**config.mk**
```make
export PLATFORM = sky130hd
export DESIGN_NAME = z80_idx_bitop_unit
export DESIGN_NICKNAME = d
export VERILOG_FILES = /design/src/rtl/z80_bitop_pkg.sv /design/src/rtl/z80_bitop_alu.sv /design/src/rtl/z80_idx_bitop_unit.sv
export SDC_FILE = /design/constraint.sdc
export NUM_CORES = 1
export LEC_CHECK = 0
export ABC_AREA = 1
export BUFFER_PORTS_ARGS = -buffer_cell sky130_fd_sc_hd__buf_2
export CAP_MARGIN = 25
export CORE_ASPECT_RATIO = 1.2
export CORE_MARGIN = 5
export CORE_UTILIZATION = 35
export DETAILED_ROUTE_END_ITERATION = 10
export SYNTH_ARGS = -nofsm -noshare
export SYNTH_HDL_FRONTEND = slang
export SYNTH_SLANG_ARGS = --single-unit
```
**constraint.sdc**
```tcl
create_clock -name clk -period 4.7 [get_ports clk]
set_input_delay 1.175 -clock clk [delete_from_list [all_inputs] [get_ports clk]]
set_output_delay 1.175 -clock clk [all_outputs]
set_load 0.1 [all_outputs]
```
**src/rtl/z80_bitop_pkg.sv**
```systemverilog
// Shared definitions for the indexed bit-operation unit: flag bit positions,
// CB-page op-group encodings, FSM state type and architectural T-state counts.
package z80_bitop_pkg;

    // Flag register bit positions (S Z F5 H F3 P/V N C).
    localparam int FLAG_S  = 7;
    localparam int FLAG_Z  = 6;
    localparam int FLAG_F5 = 5;
    localparam int FLAG_H  = 4;
    localparam int FLAG_F3 = 3;
    localparam int FLAG_PV = 2;
    localparam int FLAG_N  = 1;
    localparam int FLAG_C  = 0;

    // CB-page op groups (op[7:6]).
    localparam logic [1:0] GG_ROT = 2'b00;
    localparam logic [1:0] GG_BIT = 2'b01;
    localparam logic [1:0] GG_RES = 2'b10;
    localparam logic [1:0] GG_SET = 2'b11;

    // Register field value meaning "(HL)/(IX+d)" i.e. memory only.
    localparam logic [2:0] R_MEM = 3'd6;

    // Architectural T-state counts reported on completion.
    localparam logic [4:0] TSTATES_BIT    = 5'd20;
    localparam logic [4:0] TSTATES_RESSET = 5'd23;

    typedef enum logic [2:0] {
        ST_IDLE  = 3'd0,
        ST_ADDR  = 3'd1,
        ST_READ  = 3'd2,
        ST_EXEC  = 3'd3,
        ST_WRITE = 3'd4,
        ST_DONE  = 3'd5
    } bitop_state_e;

endpackage

```
**src/rtl/z80_bitop_alu.sv**
```systemverilog
// Combinational core of BIT/RES/SET: produces the modified byte and the
// BIT flag set from the fetched operand, the bit index and the entry flags.
module z80_bitop_alu
    import z80_bitop_pkg::*;
#(
    parameter int ADDR_W     = 16,
    parameter bit XY_FROM_EA = 1'b0
) (
    input  logic [1:0]        gg,
    input  logic [2:0]        bit_idx,
    input  logic [7:0]        rdata,
    input  logic [7:0]        f_in,
    input  logic [ADDR_W-1:0] ea,
    output logic [7:0]        result,
    output logic [7:0]        flags
);

    logic [7:0] mask;
    logic       tested;
    logic       ea_unused;

    // Only EA[13]/EA[11] feed the flags; the remaining bits are intentionally dropped.
    assign ea_unused = ^ea;

    // Bit mask, result byte and flag generation for the selected group.
    always_comb begin
        mask   = 8'd1 << bit_idx;
        tested = |(rdata & mask);
        result = rdata;
        flags  = f_in;
        case (gg)
            GG_BIT: begin
                flags[FLAG_S]  = (bit_idx == 3'd7) & rdata[7];
                flags[FLAG_Z]  = ~tested;
                flags[FLAG_PV] = ~tested;
                flags[FLAG_H]  = 1'b1;
                flags[FLAG_N]  = 1'b0;
                flags[FLAG_C]  = f_in[FLAG_C];
                if (XY_FROM_EA) begin
                    flags[FLAG_F5] = ea[13];
                    flags[FLAG_F3] = ea[11];
                end
            end
            GG_RES:  result = rdata & ~mask;
            GG_SET:  result = rdata | mask;
            default: ;
        endcase
    end

endmodule

```
**src/rtl/z80_idx_bitop_unit.sv**
```systemverilog
// Sequencer for DD/FD CB d op: computes the indexed effective address, reads
// the operand, runs BIT/RES/SET and writes RES/SET results back to memory.
// Bus handshake: mem_rd/mem_wr (with mem_addr/mem_wdata) are held stable until
// a cycle in which mem_ack=1; that cycle completes the request and mem_rdata is
// sampled in it. mem_ack is ignored when no request is outstanding.
module z80_idx_bitop_unit
    import z80_bitop_pkg::*;
#(
    parameter int ADDR_W     = 16,
    parameter bit UNDOC_COPY = 1'b1,
    parameter bit XY_FROM_EA = 1'b0
) (
    input  logic              clk,
    input  logic              reset,
    input  logic              start,
    input  logic [7:0]        op,
    input  logic [7:0]        disp,
    input  logic              iy,
    input  logic [ADDR_W-1:0] ix_in,
    input  logic [ADDR_W-1:0] iy_in,
    input  logic [7:0]        f_in,
    output logic              mem_rd,
    output logic              mem_wr,
    output logic [ADDR_W-1:0] mem_addr,
    output logic [7:0]        mem_wdata,
    input  logic [7:0]        mem_rdata,
    input  logic              mem_ack,
    output logic              busy,
    output logic              done,
    output logic              err,
    output logic [7:0]        f_out,
    output logic              f_we,
    output logic              reg_we,
    output logic [2:0]        reg_sel,
    output logic [7:0]        reg_wdata,
    output logic [4:0]        tstates,
    output bitop_state_e      dbg_state
);

    bitop_state_e      state, state_nx;
    logic [7:0]        op_q;
    logic [7:0]        disp_q;
    logic [ADDR_W-1:0] idx_q;
    logic [7:0]        f_q;
    logic [ADDR_W-1:0] ea_q;
    logic [7:0]        rdata_q;
    logic              err_q;
    logic [7:0]        alu_result;
    logic [7:0]        alu_flags;

    assign dbg_state = state;

    z80_bitop_alu #(
        .ADDR_W     (ADDR_W),
        .XY_FROM_EA (XY_FROM_EA)
    ) u_alu (
        .gg      (op_q[7:6]),
        .bit_idx (op_q[5:3]),
        .rdata   (rdata_q),
        .f_in    (f_q),
        .ea      (ea_q),
        .result  (alu_result),
        .flags   (alu_flags)
    );

    // State register plus operand, address and read-data latches.
    always_ff @(posedge clk or posedge reset) begin
        if (reset) begin
            state   <= ST_IDLE;
            op_q    <= '0;
            disp_q  <= '0;
            idx_q   <= '0;
            f_q     <= '0;
            ea_q    <= '0;
            rdata_q <= '0;
            err_q   <= 1'b0;
        end else begin
            state <= state_nx;
            case (state)
                ST_IDLE: begin
                    if (start) begin
                        op_q   <= op;
                        disp_q <= disp;
                        idx_q  <= iy ? iy_in : ix_in;
                        f_q    <= f_in;
                        err_q  <= (op[7:6] == GG_ROT);
                    end
                end
                // Displacement is signed; the sum wraps modulo 2^ADDR_W.
                ST_ADDR: ea_q <= idx_q + {{(ADDR_W-8){disp_q[7]}}, disp_q};
                ST_READ: if (mem_ack) rdata_q <= mem_rdata;
                default: ;
            endcase
        end
    end

    // Next-state logic and all outputs, decoded from the current state.
    always_comb begin
        state_nx  = state;
        busy      = (state != ST_IDLE);
        mem_rd    = 1'b0;
        mem_wr    = 1'b0;
        mem_addr  = '0;
        mem_wdata = '0;
        done      = 1'b0;
        err       = 1'b0;
        f_out     = '0;
        f_we      = 1'b0;
        reg_we    = 1'b0;
        reg_sel   = '0;
        reg_wdata = '0;
        tstates   = '0;
        case (state)
            ST_IDLE: begin
                if (start) state_nx = (op[7:6] == GG_ROT) ? ST_DONE : ST_ADDR;
            end
            ST_ADDR: state_nx = ST_READ;
            ST_READ: begin
                mem_rd   = 1'b1;
                mem_addr = ea_q;
                if (mem_ack) state_nx = ST_EXEC;
            end
            ST_EXEC: state_nx = (op_q[7:6] == GG_BIT) ? ST_DONE : ST_WRITE;
            ST_WRITE: begin
                mem_wr    = 1'b1;
                mem_addr  = ea_q;
                mem_wdata = alu_result;
                if (mem_ack) state_nx = ST_DONE;
            end
            ST_DONE: begin
                state_nx = ST_IDLE;
                done     = 1'b1;
                err      = err_q;
                f_out    = f_q;
                if (!err_q) begin
                    if (op_q[7:6] == GG_BIT) begin
                        f_out   = alu_flags;
                        f_we    = 1'b1;
                        tstates = TSTATES_BIT;
                    end else begin
                        tstates = TSTATES_RESSET;
                        // Undocumented copy of the RES/SET result into register r.
                        if (UNDOC_COPY && (op_q[2:0] != R_MEM)) begin
                            reg_we    = 1'b1;
                            reg_sel   = op_q[2:0];
                            reg_wdata = alu_result;
                        end
                    end
                end
            end
            default: state_nx = ST_IDLE;
        endcase
    end

endmodule

```
==> metrics, run 1 <==
Pwr Density=between 800 and 900 mW/mm2; Distinct cells, synth=34; largest net degree at the start of global routing=48; r2r startpoint=disp_q[0]; Fin Hold WS=roughly 470 ps; largest cells by area after synthesis=dfrtp_1 40%, nand2_1 18%, inv_1 8.0%; post-cts resize count=0; worst hold path type=register to register; Syn Nets=roughly 700; GRT Overall Usage=0.154; Max Root-Sink Buffers=2; RSZ-0062 raised after global routing=no; Die W=111 um; most frequent cells in the layout=208 x nand2_1, 125 x buf_2, 89 x inv_1; clock skew=around 8.6 ps; Area growth syn-to-layout=26.5%; Skew-Pair Late Insertion Delay=between 300 and 400 ps; outcome=finished, final reports clean; ant diodes=0; H-Tree Depth=3; antenna violations before repair=0; Via density=4.54; clk sinks=68; PortBufs=~130; #FFs+latches synth=slightly below 70; DRT Wirelength=11.1 mm; final routed DRC violation total=0; CP endpoint kind=output port; R2R depth=9; flop2flop setup slack=roughly 2700 ps; die area=0.0145 mm2; Worst EP required=roughly 3500 ps; IO Pins=roughly 130; CP startpoint kind=register; Cell Area, Synth=between 0.004 and 0.005 mm2; Routability Congestion=about 0.96; post-synthesis sequential area ratio=0.398; slowest stage delay, CP=500 ps; Slew headroom=0.390; Crit Path Max Fanout=9; Post-CTS Setup Repair Bufs=0; grt total ovfl=0; Tot Pwr=about 4.4 mW; total CTS buffers=9; Hold Startpoint=ea_q[11]; initial core utilization=0.355; multi-input combinational cell area=0.00217 mm2; Avg Cell Area, Syn=6.92 um2; vias in the first global route=approximately 4,000; fin crit share=0.753; RR Endpoint=ea_q[6]; maximum VDD drop=about 0.29 mV; First-pass DRT Iterations=4; Reg clk slew, reported paths=60 ps; drt first-iter violations=roughly 160; DR vias=roughly 4,000; height of the die=~130 um; Worst Path Arrival=2370 ps; Seq. cell area=0.00171 mm2; Endpoint, Worst Hold=ea_q[11]; hpwl dp=8.87 mm; MaxCap Viol Count=0; CP cell instances=inv_1, nor2_4, nand2_1, inv_1, nand2_1, nor2_1, nand3b_1, a21oi_1, buf_2; Lkg Pwr=just over 3 nW; FILL cells=between 1,000 and 1,500; Hold Path Cell Cnt=2; CTS Hold Bufs=0; post-place setup slack=about 1600 ps; final hold vios=0; post-layout min period=roughly 3500 ps; first-pass GRT wire length=roughly 18 mm; Root Buffer=clkbuf_16; Final WS setup=1160 ps; CTS tree=done; Synth area leader=dfrtp_1; Post-Synthesis Cells=618; Ys Warns=0; wire length per cell=between 10 and 15 um; critical path type=register to output port; share of cells above drive strength 1=0.241; final net count=just over 800; Yosys top cell area share=0.398; commonest non-fill, non-tap cell in the layout=nand2_1; core area=~0.012 mm2; Antenna Nets Post-Route=0; fmax=between 200 and 300 MHz; slew at the pin closest to its max-slew limit=914 ps; Final setup viols=0; slowest cell on the critical path=dfrtp_1; row count=44; crit path from=op_q[6]; Slew Viols, Final=0
## flip-flops by register name (all words and copies together) (netlist names)
name and count:
dbg_state 3, disp_q 8, err_q 1, f_q 8, rdata_q 8, idx_q 16, op_q 8, ea_q 16
## power by group
part / total (mW) / internal (mW) / switching (mW)
registers: 1.09 / 0.871 / 0.221
clock network: 0.693 / 0.454 / 0.240
logic: 2.59 / 0.676 / 1.91
total: 4.37 / 2.00 / 2.37
## worst max path at each step
stage | endpoint | depth (start not counted) | slack [ps]
6_report | f_out[6] | 9 | 1160
5_1_grt | f_out[6] | 9 | 980
4_1_cts | f_out[6] | 9 | 1210
3_5_place_dp | f_out[6] | 9 | 1590
3_3_place_gp | reg_sel[1] | 6 | 1640
2_1_floorplan | reg_sel[0] | 6 | -360
## cell usage after synthesis
| master | count |
|---|---|
| nand2_1 | 208 |
| inv_1 | 91 |
| dfrtp_1 | 68 |
| nor2_1 | 61 |
| o21ai_0 | 59 |
| nand3_1 | 20 |
| a21oi_1 | 17 |
| ha_1 | 15 |
| nand4_1 | 11 |
| buf_2 | 9 |
| clkbuf_1 | 6 |
| nor3_1 | 6 |
| buf_4 | 5 |
| inv_2 | 5 |
| xnor2_1 | 5 |
| nand3b_1 | 4 |
| mux2_2 | 3 |
| mux2i_1 | 3 |
| nor3_4 | 3 |
| or2_2 | 3 |
| clkinv_1 | 2 |
| nor2_4 | 2 |
| a211oi_1 | 1 |
| and2_1 | 1 |
| buf_6 | 1 |
| conb_1 | 1 |
| fa_1 | 1 |
| nand2_2 | 1 |
| nor2_2 | 1 |
| o21a_1 | 1 |
| o21ai_1 | 1 |
| o21ai_2 | 1 |
| o22ai_1 | 1 |
| xor2_1 | 1 |
## stage by stage
stage | setup TNS [ps] | instances | utilization | cell area [um2]
final | 0 | 901 | 0.449 | 5410
after global routing | 0 | 901 | 0.449 | 5410
after CTS | 0 | 901 | 0.449 | 5410
after detailed placement | 0 | 885 | 0.423 | 5090
after global placement | 0 | 885 | 0.423 | 5090
after floorplan | -4120 | 618 | - | 4370
## logic make-up (layout without fill, tap and decap cells)
| family | after synthesis | in the layout | synth area share |
|---|---|---|---|
| AND/OR/NAND/NOR | 321 | 321 | 0.315 |
| multiplexers | 6 | 6 | 0.0149 |
| XOR/XNOR | 6 | 6 | 0.0123 |
| buffers and inverters | 119 | 241 | 0.113 |
| AO/OA/AOI/OAI | 81 | 81 | 0.0971 |
| flip-flops | 68 | 68 | 0.398 |
| adder cells (fa/ha/maj) | 16 | 16 | 0.0486 |
| other | 1 | 1 | 0.000877 |
## worst max-delay path: cells and delay by family (launching register included)
kind / cells / cell delay (ps)
AOI/OAI and AO/OA: 1 / 190
buffers and inverters: 3 / 720
DFF: 1 / 500
and+or+nand+nor: 5 / 610
## routing by layer
layer | GRT usage | wire (um) | vias to the layer above
met1 | 0.203 | 5160 | 1797
met4 | 0.0659 | 221 | 0
met5 | 0 | 0 | -
met2 | 0.246 | 5130 | 116
met3 | 0.0344 | 553 | 20
li1 | - | - | 2156
## final cells by class
| type | count | share of cell area |
|---|---|---|
| Clock buffer | 13 | 0.0500 |
| Multi-Input combinational cell | 431 | 0.402 |
| Tap cell | 161 | 0.0372 |
| Timing Repair Buffer | 127 | 0.118 |
| Sequential cell | 68 | 0.315 |
| Inverter | 98 | 0.0691 |
| Clock inverter | 3 | 0.00833 |
Power figures use the tool's default switching activity.
==> inputs of run 2 (changes only) <==
- clock period: 4.7 -> 3.2 ns (I/O delays scaled with it)
==> run 2 against run 1 <==
Compared with the run above: clock skew grew 1.0 ps; first-iteration DRC count grew 1.3%; cell count is 0.22% higher; clock power rose by 37%; critical path type unchanged.
==> metrics, run 2 (synthesized netlist as in run 1, its figures left out) <==
ant diodes=0 (unchanged); P_int=2.83 mW (+42%); most frequent cells in the layout=208 x nand2_1, 121 x buf_2, 89 x inv_1; IO Pins=127 (unchanged); Post-CTS Setup Repair Bufs=0 (unchanged); net switching power=3.63 mW (+53%); fin crit share=0.973; commonest non-fill, non-tap cell in the layout=nand2_1; Root Buffer=clkbuf_16; clk sinks=68 (unchanged); switch share=0.561 (+0.0186); r2r startpoint=disp_q[0]; Antenna Nets Post-Route=0 (unchanged); grt total ovfl=0 (unchanged); antenna violations before repair=0 (unchanged); Crit Path Max Fanout=10 (+1); initial core utilization=0.355 (unchanged); Worst Path Arrival=2310 ps (-60 ps); wire length per cell=12.8 um (+4.3%); PortBufs=125 (unchanged); CTS tree=done; combinational cell fraction of total power=0.604 (+0.012); Skew-Pair Late Insertion Delay=340 ps (about the same); final routed DRC violation total=0 (unchanged); Fin Hold WS=480 ps (+6.24 ps); Slew headroom=0.516 (+0.126); Reg clk slew, reported paths=60 ps (about the same); First-pass DRT Iterations=5 (+1); flop2flop setup slack=1270 ps (-1450 ps); CP endpoint kind=output port; final net count=822 (+0.24%); fmax=between 300 and 400 MHz; total CTS buffers=9 (unchanged); first-pass GRT wire length=18.9 mm (+3.0%); H-Tree Depth=3 (unchanged); CP startpoint kind=register; crit path from=dbg_state[1]; largest registers=ea_q x16, idx_q x16; Clock power frac=0.147 (-0.012); Design Area, Final=0.00550 mm2 (+1.6%); Max Root-Sink Buffers=2 (unchanged); RSZ-0062 raised after global routing=no; Pwr Density=1180 mW/mm2 (+45%); critical path type=register to output port; Lkg Pwr=3.03 nW (-0.47%); DR vias=4,090 (+0.024%); slew at the pin closest to its max-slew limit=723 ps (-191 ps); CP endpoint=reg_sel[1]; final hold vios=0 (unchanged); Die W=111 um (unchanged); setup TNS=0 ps (unchanged); vias in the first global route=3,912 (-1.2%); MaxCap Viol Count=0 (unchanged); Hold Path Cell Cnt=2 (unchanged); clock skew=9.60 ps (+1.03 ps); Final setup viols=0 (unchanged); RR Endpoint=ea_q[6]; largest net degree at the start of global routing=47 (-2.1%); drt first-iter violations=161 (+1.3%); FILL cells=1,262 (+0.64%); Routability Congestion=0.812 (-15%); Slew Viols, Final=0 (unchanged); Worst EP required=2400 ps (-1120 ps); worst hold path type=register to register; DRT Wirelength=11.6 mm (+4.6%); post-layout min period=between 3000 and 4000 ps; Via density=4.53 (-0.20%); Placed Area=0.00520 mm2 (+2.1%); Tot Pwr=6.46 mW (+48%); R2R depth=9 (unchanged); height of the die=131 um (unchanged); core area=0.0121 mm2 (unchanged); outcome=finished, final reports clean; final core utilization=0.456 (+0.00716); GRT Overall Usage=0.160 (+0.00621); row count=44 (unchanged); maximum VDD drop=0.557 mV (+92%); die area=0.0145 mm2 (unchanged); hpwl dp=9.30 mm (+4.8%); share of cells above drive strength 1=0.279 (+0.0384); Area growth syn-to-layout=28.5%; sequential group share of total power=0.249 (about the same)
[run 2: through the flow]
stage	std cells	setup WS (ps)
floorplan	618	-1410
global placement	887	489
detailed placement	887	448
CTS	903	71.6
global route	903	0.788
finish	903	87.7
[run 2: how the worst min path moves through the flow]
stage	from	end	slack (ps)
floorplan	f_q[7]	f_q[7]	440
global placement	ea_q[11]	ea_q[11]	470
detailed placement	ea_q[10]	ea_q[10]	470
CTS	ea_q[15]	ea_q[15]	490
global route	ea_q[13]	ea_q[13]	490
finish	ea_q[14]	ea_q[14]	480
[run 2: layer usage]
layer | GRT usage | routed length [um]
met5 | 0 | 0
met4 | 0.0587 | 175
met3 | 0.0349 | 644
met2 | 0.273 | 5520
met1 | 0.202 | 5230
[run 2: final cells by class]
cell class / count / area, um2 / area share
inverter: 98 / 377 / 0.0685
multi-input combinational: 431 / 2260 / 0.412
tap: 161 / 201 / 0.0366
sequential: 68 / 1710 / 0.310
clock inverter: 7 / 60.1 / 0.0109
timing repair buffer: 129 / 666 / 0.121
clock buffer: 9 / 225 / 0.0410
[run 2: what timing repair did]
action | 4_1_cts | 5_1_grt
setup endpoints to repair | 0 | 4
resized for setup | 0 | 4
hold buffers | 0 | 0
[run 2: worst max-delay path, cell delays in order, from the launching register on]
cell and delay, ps:
dfrtp_2 460, nor3_4 300, inv_4 120, nor3_4 270, o21ai_4 250, nor2_4 140, buf_2 420
[run 2: power groups by stage]
stage | clock network, mW | registers, mW | logic (mW)
after floorplan | 0 | 1.61 | 3.19
after global placement | 0 | 1.60 | 3.90
after detailed placement | 0 | 1.62 | 3.93
after CTS | 0.977 | 1.61 | 3.95
after global routing | 1.01 | 1.67 | 4.33
final | 0.952 | 1.61 | 3.90
